`config.mk`:
```
export PLATFORM = sky130hd
export DESIGN_NAME = regfile_wb_arbiter_flat
export DESIGN_NICKNAME = d
export VERILOG_FILES = /design/src/rtl/regfile_wb_arbiter_if.sv /design/src/rtl/regfile_wb_arbiter.sv /design/src/flat_wrapper.sv
export SDC_FILE = /design/constraint.sdc
export NUM_CORES = 1
export LEC_CHECK = 0
export CAP_MARGIN = 20
export CORE_MARGIN = 1
export CORE_UTILIZATION = 35
export CTS_CLUSTER_DIAMETER = 30
export DETAILED_ROUTE_END_ITERATION = 10
export PLACE_DENSITY = 0.72
export SLEW_MARGIN = 15
export SYNTH_ARGS = -nofsm -noshare
export SYNTH_HDL_FRONTEND = slang
export SYNTH_SLANG_ARGS = --single-unit
```
`constraint.sdc`:
```
create_clock -name clk -period 5 [get_ports clk]
set_input_delay 1 -clock clk [delete_from_list [all_inputs] [get_ports clk]]
set_output_delay 1 -clock clk [all_outputs]
set_load 0.02 [all_outputs]
```
`src/rtl/regfile_wb_arbiter_if.sv`:
```
// Writeback-side bundle between execute/memory stages, decode and the register-file write ports.
// slave: the arbiter; master: the stage/decode side driving requests.
interface regfile_wb_arbiter_if #(
  parameter int unsigned AW = 5,
  parameter int unsigned DW = 32
) ();
  logic          alu_valid;
  logic          alu_ready;
  logic [AW-1:0] alu_waddr;
  logic [DW-1:0] alu_wdata;
  logic          alu_is_upper;

  logic          mem_valid;
  logic          mem_ready;
  logic [AW-1:0] mem_waddr;
  logic [DW-1:0] mem_wdata;

  logic          link_valid;
  logic [DW-1:0] link_data;

  logic          issue_valid;
  logic [AW-1:0] issue_waddr;
  logic          issue_ready;

  logic [AW-1:0] raddr0;
  logic [AW-1:0] raddr1;
  logic          rs0_busy;
  logic          rs1_busy;
  logic          rs0_fwd_valid;
  logic          rs1_fwd_valid;
  logic [DW-1:0] rs0_fwd_data;
  logic [DW-1:0] rs1_fwd_data;

  logic [AW-1:0] rf_waddr;
  logic [DW-1:0] rf_wdata;
  logic          rf_wren;
  logic          rf_is_upper;
  logic          rf_jal_wren;
  logic [DW-1:0] rf_jal_data;

  modport slave (
    input  alu_valid, alu_waddr, alu_wdata, alu_is_upper,
    input  mem_valid, mem_waddr, mem_wdata,
    input  link_valid, link_data,
    input  issue_valid, issue_waddr,
    input  raddr0, raddr1,
    output alu_ready, mem_ready, issue_ready,
    output rs0_busy, rs1_busy, rs0_fwd_valid, rs1_fwd_valid, rs0_fwd_data, rs1_fwd_data,
    output rf_waddr, rf_wdata, rf_wren, rf_is_upper, rf_jal_wren, rf_jal_data
  );

  modport master (
    output alu_valid, alu_waddr, alu_wdata, alu_is_upper,
    output mem_valid, mem_waddr, mem_wdata,
    output link_valid, link_data,
    output issue_valid, issue_waddr,
    output raddr0, raddr1,
    input  alu_ready, mem_ready, issue_ready,
    input  rs0_busy, rs1_busy, rs0_fwd_valid, rs1_fwd_valid, rs0_fwd_data, rs1_fwd_data,
    input  rf_waddr, rf_wdata, rf_wren, rf_is_upper, rf_jal_wren, rf_jal_data
  );
endinterface

```
`src/rtl/regfile_wb_arbiter.sv`:
```
// Round-robin ALU/load writeback arbiter with JAL link port and load scoreboard for decode stalls.
// Optional macro RF_ARB_BYPASS_EN: forward in-flight writes instead of stalling on them.
module regfile_wb_arbiter #(
  parameter int unsigned AW       = 5,
  parameter int unsigned DW       = 32,
  parameter int unsigned LINK_REG = 31
) (
  input logic                clk,
  input logic                rst,
  regfile_wb_arbiter_if.slave bus
);

  localparam int unsigned   NumRegs  = 1 << AW;
  localparam logic [AW-1:0] LinkAddr = AW'(LINK_REG);

  typedef enum logic {StAluFirst, StMemFirst} prio_e;

  prio_e              prio_q, prio_d;
  logic [NumRegs-1:0] busy_q, busy_d;
  logic               rf_wren_q, rf_wren_d;
  logic [AW-1:0]      rf_waddr_q, rf_waddr_d;
  logic [DW-1:0]      rf_wdata_q, rf_wdata_d;
  logic               rf_is_upper_q, rf_is_upper_d;
  logic               rf_jal_wren_q, rf_jal_wren_d;
  logic [DW-1:0]      rf_jal_data_q, rf_jal_data_d;

  logic          cand_alu, cand_mem, link_block;
  logic [AW-1:0] cand_addr;
  logic          alu_gnt, mem_gnt, issue_ready, issue_go;

  always_comb begin
    cand_alu = 1'b0;
    cand_mem = 1'b0;
    if (bus.alu_valid && bus.mem_valid) begin
      cand_alu = (prio_q == StAluFirst);
      cand_mem = (prio_q == StMemFirst);
    end else begin
      cand_alu = bus.alu_valid;
      cand_mem = bus.mem_valid;
    end
    cand_addr  = cand_alu ? bus.alu_waddr : bus.mem_waddr;
    // The link write owns LINK_REG this cycle; hold off whichever requester targets it.
    link_block = bus.link_valid && (cand_alu || cand_mem) && (cand_addr == LinkAddr);
    alu_gnt    = cand_alu && !link_block && !rst;
    mem_gnt    = cand_mem && !link_block && !rst;
    issue_ready = !rst && !busy_q[bus.issue_waddr];
    issue_go    = bus.issue_valid && issue_ready;
  end

  assign bus.alu_ready   = alu_gnt;
  assign bus.mem_ready   = mem_gnt;
  assign bus.issue_ready = issue_ready;

  always_comb begin
    prio_d = prio_q;
    if (alu_gnt) begin
      prio_d = StMemFirst;
    end else if (mem_gnt) begin
      prio_d = StAluFirst;
    end

    rf_wren_d     = 1'b0;
    rf_waddr_d    = '0;
    rf_wdata_d    = '0;
    rf_is_upper_d = 1'b0;
    // r0 writes finish their handshake but never reach the regfile.
    if (alu_gnt && (bus.alu_waddr != '0)) begin
      rf_wren_d     = 1'b1;
      rf_waddr_d    = bus.alu_waddr;
      rf_wdata_d    = bus.alu_wdata;
      rf_is_upper_d = bus.alu_is_upper;
    end else if (mem_gnt && (bus.mem_waddr != '0)) begin
      rf_wren_d     = 1'b1;
      rf_waddr_d    = bus.mem_waddr;
      rf_wdata_d    = bus.mem_wdata;
    end

    rf_jal_wren_d = bus.link_valid;
    rf_jal_data_d = bus.link_valid ? bus.link_data : '0;

    busy_d = busy_q;
    if (mem_gnt) begin
      busy_d[bus.mem_waddr] = 1'b0;
    end
    // Applied after the clear so a same-register set wins.
    if (issue_go && (bus.issue_waddr != '0)) begin
      busy_d[bus.issue_waddr] = 1'b1;
    end
  end

  always_ff @(posedge clk) begin
    if (rst) begin
      prio_q        <= StAluFirst;
      busy_q        <= '0;
      rf_wren_q     <= 1'b0;
      rf_waddr_q    <= '0;
      rf_wdata_q    <= '0;
      rf_is_upper_q <= 1'b0;
      rf_jal_wren_q <= 1'b0;
      rf_jal_data_q <= '0;
    end else begin
      prio_q        <= prio_d;
      busy_q        <= busy_d;
      rf_wren_q     <= rf_wren_d;
      rf_waddr_q    <= rf_waddr_d;
      rf_wdata_q    <= rf_wdata_d;
      rf_is_upper_q <= rf_is_upper_d;
      rf_jal_wren_q <= rf_jal_wren_d;
      rf_jal_data_q <= rf_jal_data_d;
    end
  end

  assign bus.rf_wren     = rf_wren_q;
  assign bus.rf_waddr    = rf_waddr_q;
  assign bus.rf_wdata    = rf_wdata_q;
  assign bus.rf_is_upper = rf_is_upper_q;
  assign bus.rf_jal_wren = rf_jal_wren_q;
  assign bus.rf_jal_data = rf_jal_data_q;

  logic [AW-1:0] raddr        [2];
  logic          wr_hit       [2];
  logic          jal_hit      [2];
  logic          rs_busy      [2];
  logic          rs_fwd_valid [2];
  logic [DW-1:0] rs_fwd_data  [2];

  assign raddr[0] = bus.raddr0;
  assign raddr[1] = bus.raddr1;

  always_comb begin
    for (int p = 0; p < 2; p++) begin
      wr_hit[p]       = rf_wren_q && (rf_waddr_q == raddr[p]) && (raddr[p] != '0);
      jal_hit[p]      = rf_jal_wren_q && (raddr[p] == LinkAddr) && (raddr[p] != '0);
      rs_busy[p]      = 1'b0;
      rs_fwd_valid[p] = 1'b0;
      rs_fwd_data[p]  = '0;
`ifdef RF_ARB_BYPASS_EN
      rs_busy[p]      = (raddr[p] != '0) && busy_q[raddr[p]];
      rs_fwd_valid[p] = wr_hit[p] || jal_hit[p];
      if (jal_hit[p]) begin
        rs_fwd_data[p] = rf_jal_data_q;
      end else if (wr_hit[p]) begin
        rs_fwd_data[p] = rf_is_upper_q ? (rf_wdata_q << 16) : rf_wdata_q;
      end
`else
      // Without forwarding, a write still in its regfile cycle is not yet readable.
      rs_busy[p] = (raddr[p] != '0) && (busy_q[raddr[p]] || wr_hit[p] || jal_hit[p]);
`endif
    end
  end

  assign bus.rs0_busy      = rs_busy[0];
  assign bus.rs1_busy      = rs_busy[1];
  assign bus.rs0_fwd_valid = rs_fwd_valid[0];
  assign bus.rs1_fwd_valid = rs_fwd_valid[1];
  assign bus.rs0_fwd_data  = rs_fwd_data[0];
  assign bus.rs1_fwd_data  = rs_fwd_data[1];

endmodule
```
`src/flat_wrapper.sv`:
```
// flat-port wrapper written by rule: the top's interface ports become plain ports
module regfile_wb_arbiter_flat 
#(
  parameter int unsigned AW       = 5,
  parameter int unsigned DW       = 32,
  parameter int unsigned LINK_REG = 31
)
  (clk, rst, bus_alu_valid, bus_alu_waddr, bus_alu_wdata, bus_alu_is_upper, bus_mem_valid, bus_mem_waddr, bus_mem_wdata, bus_link_valid, bus_link_data, bus_issue_valid, bus_issue_waddr, bus_raddr0, bus_raddr1, bus_alu_ready, bus_mem_ready, bus_issue_ready, bus_rs0_busy, bus_rs1_busy, bus_rs0_fwd_valid, bus_rs1_fwd_valid, bus_rs0_fwd_data, bus_rs1_fwd_data, bus_rf_waddr, bus_rf_wdata, bus_rf_wren, bus_rf_is_upper, bus_rf_jal_wren, bus_rf_jal_data);
  regfile_wb_arbiter_if #(.AW(AW), .DW(DW)) bus_i ();
  input logic clk;
  input logic rst;
  input wire logic [$bits(bus_i.alu_valid)-1:0] bus_alu_valid;
  input wire logic [$bits(bus_i.alu_waddr)-1:0] bus_alu_waddr;
  input wire logic [$bits(bus_i.alu_wdata)-1:0] bus_alu_wdata;
  input wire logic [$bits(bus_i.alu_is_upper)-1:0] bus_alu_is_upper;
  input wire logic [$bits(bus_i.mem_valid)-1:0] bus_mem_valid;
  input wire logic [$bits(bus_i.mem_waddr)-1:0] bus_mem_waddr;
  input wire logic [$bits(bus_i.mem_wdata)-1:0] bus_mem_wdata;
  input wire logic [$bits(bus_i.link_valid)-1:0] bus_link_valid;
  input wire logic [$bits(bus_i.link_data)-1:0] bus_link_data;
  input wire logic [$bits(bus_i.issue_valid)-1:0] bus_issue_valid;
  input wire logic [$bits(bus_i.issue_waddr)-1:0] bus_issue_waddr;
  input wire logic [$bits(bus_i.raddr0)-1:0] bus_raddr0;
  input wire logic [$bits(bus_i.raddr1)-1:0] bus_raddr1;
  output wire logic [$bits(bus_i.alu_ready)-1:0] bus_alu_ready;
  output wire logic [$bits(bus_i.mem_ready)-1:0] bus_mem_ready;
  output wire logic [$bits(bus_i.issue_ready)-1:0] bus_issue_ready;
  output wire logic [$bits(bus_i.rs0_busy)-1:0] bus_rs0_busy;
  output wire logic [$bits(bus_i.rs1_busy)-1:0] bus_rs1_busy;
  output wire logic [$bits(bus_i.rs0_fwd_valid)-1:0] bus_rs0_fwd_valid;
  output wire logic [$bits(bus_i.rs1_fwd_valid)-1:0] bus_rs1_fwd_valid;
  output wire logic [$bits(bus_i.rs0_fwd_data)-1:0] bus_rs0_fwd_data;
  output wire logic [$bits(bus_i.rs1_fwd_data)-1:0] bus_rs1_fwd_data;
  output wire logic [$bits(bus_i.rf_waddr)-1:0] bus_rf_waddr;
  output wire logic [$bits(bus_i.rf_wdata)-1:0] bus_rf_wdata;
  output wire logic [$bits(bus_i.rf_wren)-1:0] bus_rf_wren;
  output wire logic [$bits(bus_i.rf_is_upper)-1:0] bus_rf_is_upper;
  output wire logic [$bits(bus_i.rf_jal_wren)-1:0] bus_rf_jal_wren;
  output wire logic [$bits(bus_i.rf_jal_data)-1:0] bus_rf_jal_data;
  assign bus_i.alu_valid = bus_alu_valid;
  assign bus_i.alu_waddr = bus_alu_waddr;
  assign bus_i.alu_wdata = bus_alu_wdata;
  assign bus_i.alu_is_upper = bus_alu_is_upper;
  assign bus_i.mem_valid = bus_mem_valid;
  assign bus_i.mem_waddr = bus_mem_waddr;
  assign bus_i.mem_wdata = bus_mem_wdata;
  assign bus_i.link_valid = bus_link_valid;
  assign bus_i.link_data = bus_link_data;
  assign bus_i.issue_valid = bus_issue_valid;
  assign bus_i.issue_waddr = bus_issue_waddr;
  assign bus_i.raddr0 = bus_raddr0;
  assign bus_i.raddr1 = bus_raddr1;
  assign bus_alu_ready = bus_i.alu_ready;
  assign bus_mem_ready = bus_i.mem_ready;
  assign bus_issue_ready = bus_i.issue_ready;
  assign bus_rs0_busy = bus_i.rs0_busy;
  assign bus_rs1_busy = bus_i.rs1_busy;
  assign bus_rs0_fwd_valid = bus_i.rs0_fwd_valid;
  assign bus_rs1_fwd_valid = bus_i.rs1_fwd_valid;
  assign bus_rs0_fwd_data = bus_i.rs0_fwd_data;
  assign bus_rs1_fwd_data = bus_i.rs1_fwd_data;
  assign bus_rf_waddr = bus_i.rf_waddr;
  assign bus_rf_wdata = bus_i.rf_wdata;
  assign bus_rf_wren = bus_i.rf_wren;
  assign bus_rf_is_upper = bus_i.rf_is_upper;
  assign bus_rf_jal_wren = bus_i.rf_jal_wren;
  assign bus_rf_jal_data = bus_i.rf_jal_data;
  regfile_wb_arbiter #(.AW(AW), .DW(DW), .LINK_REG(LINK_REG)) u_core (.clk(clk), .rst(rst), .bus(bus_i));
endmodule
```
==> flow_metrics.py <==
metrics = {
    "run_status": {
        "status": "complete, no violations",
    },
    "worst_setup_path": {
        "endpoint_kind": "output port",
        "cp_top_family": "buffers and inverters",
        "path_max_fanout": 10,
        "start_kind": "input port",
        "crit_top_cell": "clkdlybuf4s50_1",
        "cp_slowest_cell": "clkdlybuf4s50_1",
        "critPathKind": "input port to output port",
        "crit_arrival_ns": 3.60,
        "required_ns": 4.00,
        "crit_buf_inv": 2,
        "critPathMaxStageDelay_ns": 0.82,
        "cp_cell_sequence": "clkdlybuf4s50_1, mux4_2, mux2i_1, o22ai_1, nor4_2, clkdlybuf4s50_1",
    },
    "yosys": {
        "synth_area_per_cell_sq_um": 10.5,
        "syn-instance-count": 494,
        "muxShareOfSynthArea_pct": 10.7,
        "synth_edf_count": 0,
        "synth_adder_area_share_pct": 0,
        "yosysWarnings": 0,
        "synth_compound_area_share_pct": 17.9,
        "async_reset_ff_share_pct": 0,
        "ys.flop_type": "dfxtp_1",
        "syn_area_sq_um": 5200,
        "synthSimpleGateAreaFrac_pct": 15.4,
        "yosysSeqAreaShare_pct": 40.4,
        "synth_top_family_by_area": "compound AO/OA/AOI/OAI gates",
        "synthXorXnorAreaFrac_pct": 1.68,
        "ys_seq_elements": 105,
        "synth.distinct_cells": 67,
    },
    "timing": {
        "fin_skew_ns": 0.00475,
        "slew_headroom_pct": 45.7,
        "setup_violations": 0,
        "holdWs_ns": 0.492,
        "finalCritPeriodShare_pct": 92.0,
        "slew_violations": 0,
        "tightest_slew_ns": 0.803,
        "finalSetupTns_ns": 0,
        "grt_setup_unrepaired": "false",
        "fin_crit_ns": 4.60,
        "fmax_ghz": 0.217,
        "final_hold_viol_count": 0,
    },
    "layout": {
        "nFillCells": 1318,
        "drive_above_1_share_pct": 10.9,
        "nets": 812,
        "syn2layout_area_growth_pct": 42.1,
        "n_antenna_cell": 0,
    },
    "clock_network": {
        "cts_buffer_depth": 2,
        "clock-sinks": 105,
        "cts_hold_buf": 0,
        "cts_resized": 0,
        "cts_root_buffer": "clkbuf_16",
        "post_cts_buffers": 0,
        "cts_tree": "yes",
        "insertion_delay_ns": 0.35,
        "numCtsBuffers": 9,
        "clkTransAtPathRegs_ns": 0.07,
        "cts_max_level": 3,
    },
    "placed_design": {
        "dp_hpwl_um": 12200,
        "place.gp.congestion": 0.984,
        "portBuffers": 204,
    },
    "global_route": {
        "first_global_vias": 4221,
        "grt_pass1_wl_um": 23000,
        "grt_remaining_overflow": 0,
        "grt_use_total_pct": 20.2,
        "antenna_found_initial": 0,
        "grt_max_degree": 38,
    },
    "power_and_ir_drop": {
        "leakagePower_nw": 2.79,
        "power.total_mw": 2.03,
        "ir_drop_mv": 0.175,
        "powerDensity_nw_per_um2": 275,
    },
    "drt": {
        "vias": 4492,
        "drt_iter0_drc": 320,
        "wl_um": 15500,
        "drc": 0,
        "ant_nets": 0,
        "avgRoutedWirePerCell_um": 17.8,
        "viasPerCell": 5.15,
        "firstDrtPassIters": 4,
    },
    "floorplan": {
        "die_x_um": 124,
        "dieArea_sq_um": 15300,
        "start_util_pct": 35.8,
        "dieHeight_um": 124,
        "io-pin-count": 271,
        "fp-row-count": 44,
        "core_area_sq_um": 14500,
    },
    "worst_hold_path": {
        "hold_class": "flop to flop",
    },
    "job": {
        "maxCapViolations": 0,
    },
}
## metrics by stage
| stage | setup slack, ns | utilization [%] | std cells | cell area, sq um |
|---|---|---|---|---|
| finish | 0.400 | 50.8 | 872 | 7390 |
| floorplan | 1.41 | - | 559 | 5440 |
| global placement | 0.399 | 48.7 | 857 | 7080 |
| global route | 0.232 | 50.8 | 872 | 7390 |
| CTS | 0.375 | 50.8 | 872 | 7390 |
| detailed placement | 0.373 | 48.7 | 857 | 7080 |
## final timing paths
path / startpoint / depth (start not counted) / slack, ns / to
setup / recovery: bus_issue_waddr[0] / 6 / 0.40 / bus_issue_ready
hold / removal: u_core.prio_q / 2 / 0.49 / u_core.prio_q
setup reg to reg: u_core.busy_q[2] / 3 / 3.16 / u_core.busy_q[1]
hold reg to reg: u_core.prio_q / 2 / 0.49 / u_core.prio_q
## Yosys cell counts, drive strengths merged, types with 3 or more instances
cell type	instances	area, sq um
o21ai	18	90.1
buf	85	647
o311ai	4	35.0
nor2	8	30.0
nand2b	4	25.0
nand2	23	86.3
or4	3	26.3
nor2b	7	51.3
a31oi	3	18.8
nor3	3	20.0
a32o	16	160
dfxtp	105	2100
nand3	12	60.1
and2	34	213
nand3b	3	22.5
o211ai	11	82.6
clkbuf	14	52.6
xor2	8	70.1
or3	4	25.0
mux2i	10	100
nor4	7	62.6
inv	6	22.5
mux4	19	432
a211oi	5	50.1
nand4	5	31.3
a22o	36	339
nor4b	3	26.3
nor3b	3	22.5
## power by group
| group | total (mW) | internal (mW) | leakage (nW) | switching, mW |
|---|---|---|---|---|
| logic | 0.414 | 0.207 | 1.78 | 0.207 |
| registers | 0.893 | 0.874 | 0.860 | 0.0190 |
| clock network | 0.722 | 0.417 | 0.150 | 0.306 |
## flip-flops by register name, indices dropped and copies added (netlist names)
signal                  cells
u_core.bus.rf_waddr         5
u_core.prio_q               1
u_core.bus.rf_is_upper      1
u_core.bus.rf_wren          1
u_core.bus.rf_wdata        32
u_core.bus.rf_jal_data     32
u_core.bus.rf_jal_wren      1
u_core.busy_q              32
## routing by layer
layer,global-route usage (%),part of all wire [%],wire (um),vias to the layer above
li1,-,-,-,2072
met1,24.3,39,6060,2110
met2,33.2,47,7320,282
met3,6.46,11,1760,28
met4,8.41,2.3,363,0
met5,0,0,0,-
## worst min-delay path, cell delays in order (launching register included)
cell      delay (ns)
dfxtp_1         0.33
nand2_1         0.06
o21bai_1        0.05
## placed cells by master, fill, tap and decap left out, types with 10 or more instances in the layout
cell type	synthesis	layout
a22o_1	17	17
a22o_2	19	19
a32o_1	16	16
and2_1	34	34
clkdlybuf4s50_1	0	204
conb_1	1	66
dfxtp_1	105	105
mux2i_1	10	10
mux4_2	18	18
nand2_1	23	23
nand3_1	12	12
o211ai_1	11	11
o21ai_0	12	12
## layout make-up
type	count	area, sq um	share of cell area, %
Timing Repair Buffer	213	2110	28.6
Clock inverter	3	47.5	0.644
Clock buffer	12	256	3.47
Tap cell	184	230	3.12
Multi-Input combinational cell	348	2620	35.4
Sequential cell	105	2100	28.5
Inverter	7	26.3	0.356
## logic make-up (layout without fill, tap and decap cells)
kind of cell    after synthesis  after routing
compound gates              110            110
mux                          31             31
other cells                   1             66
xor+xnor                     10             10
buf+inv                     106            235
simple gates                131            131
flops                       105            105
Power figures use the tool's default switching activity.
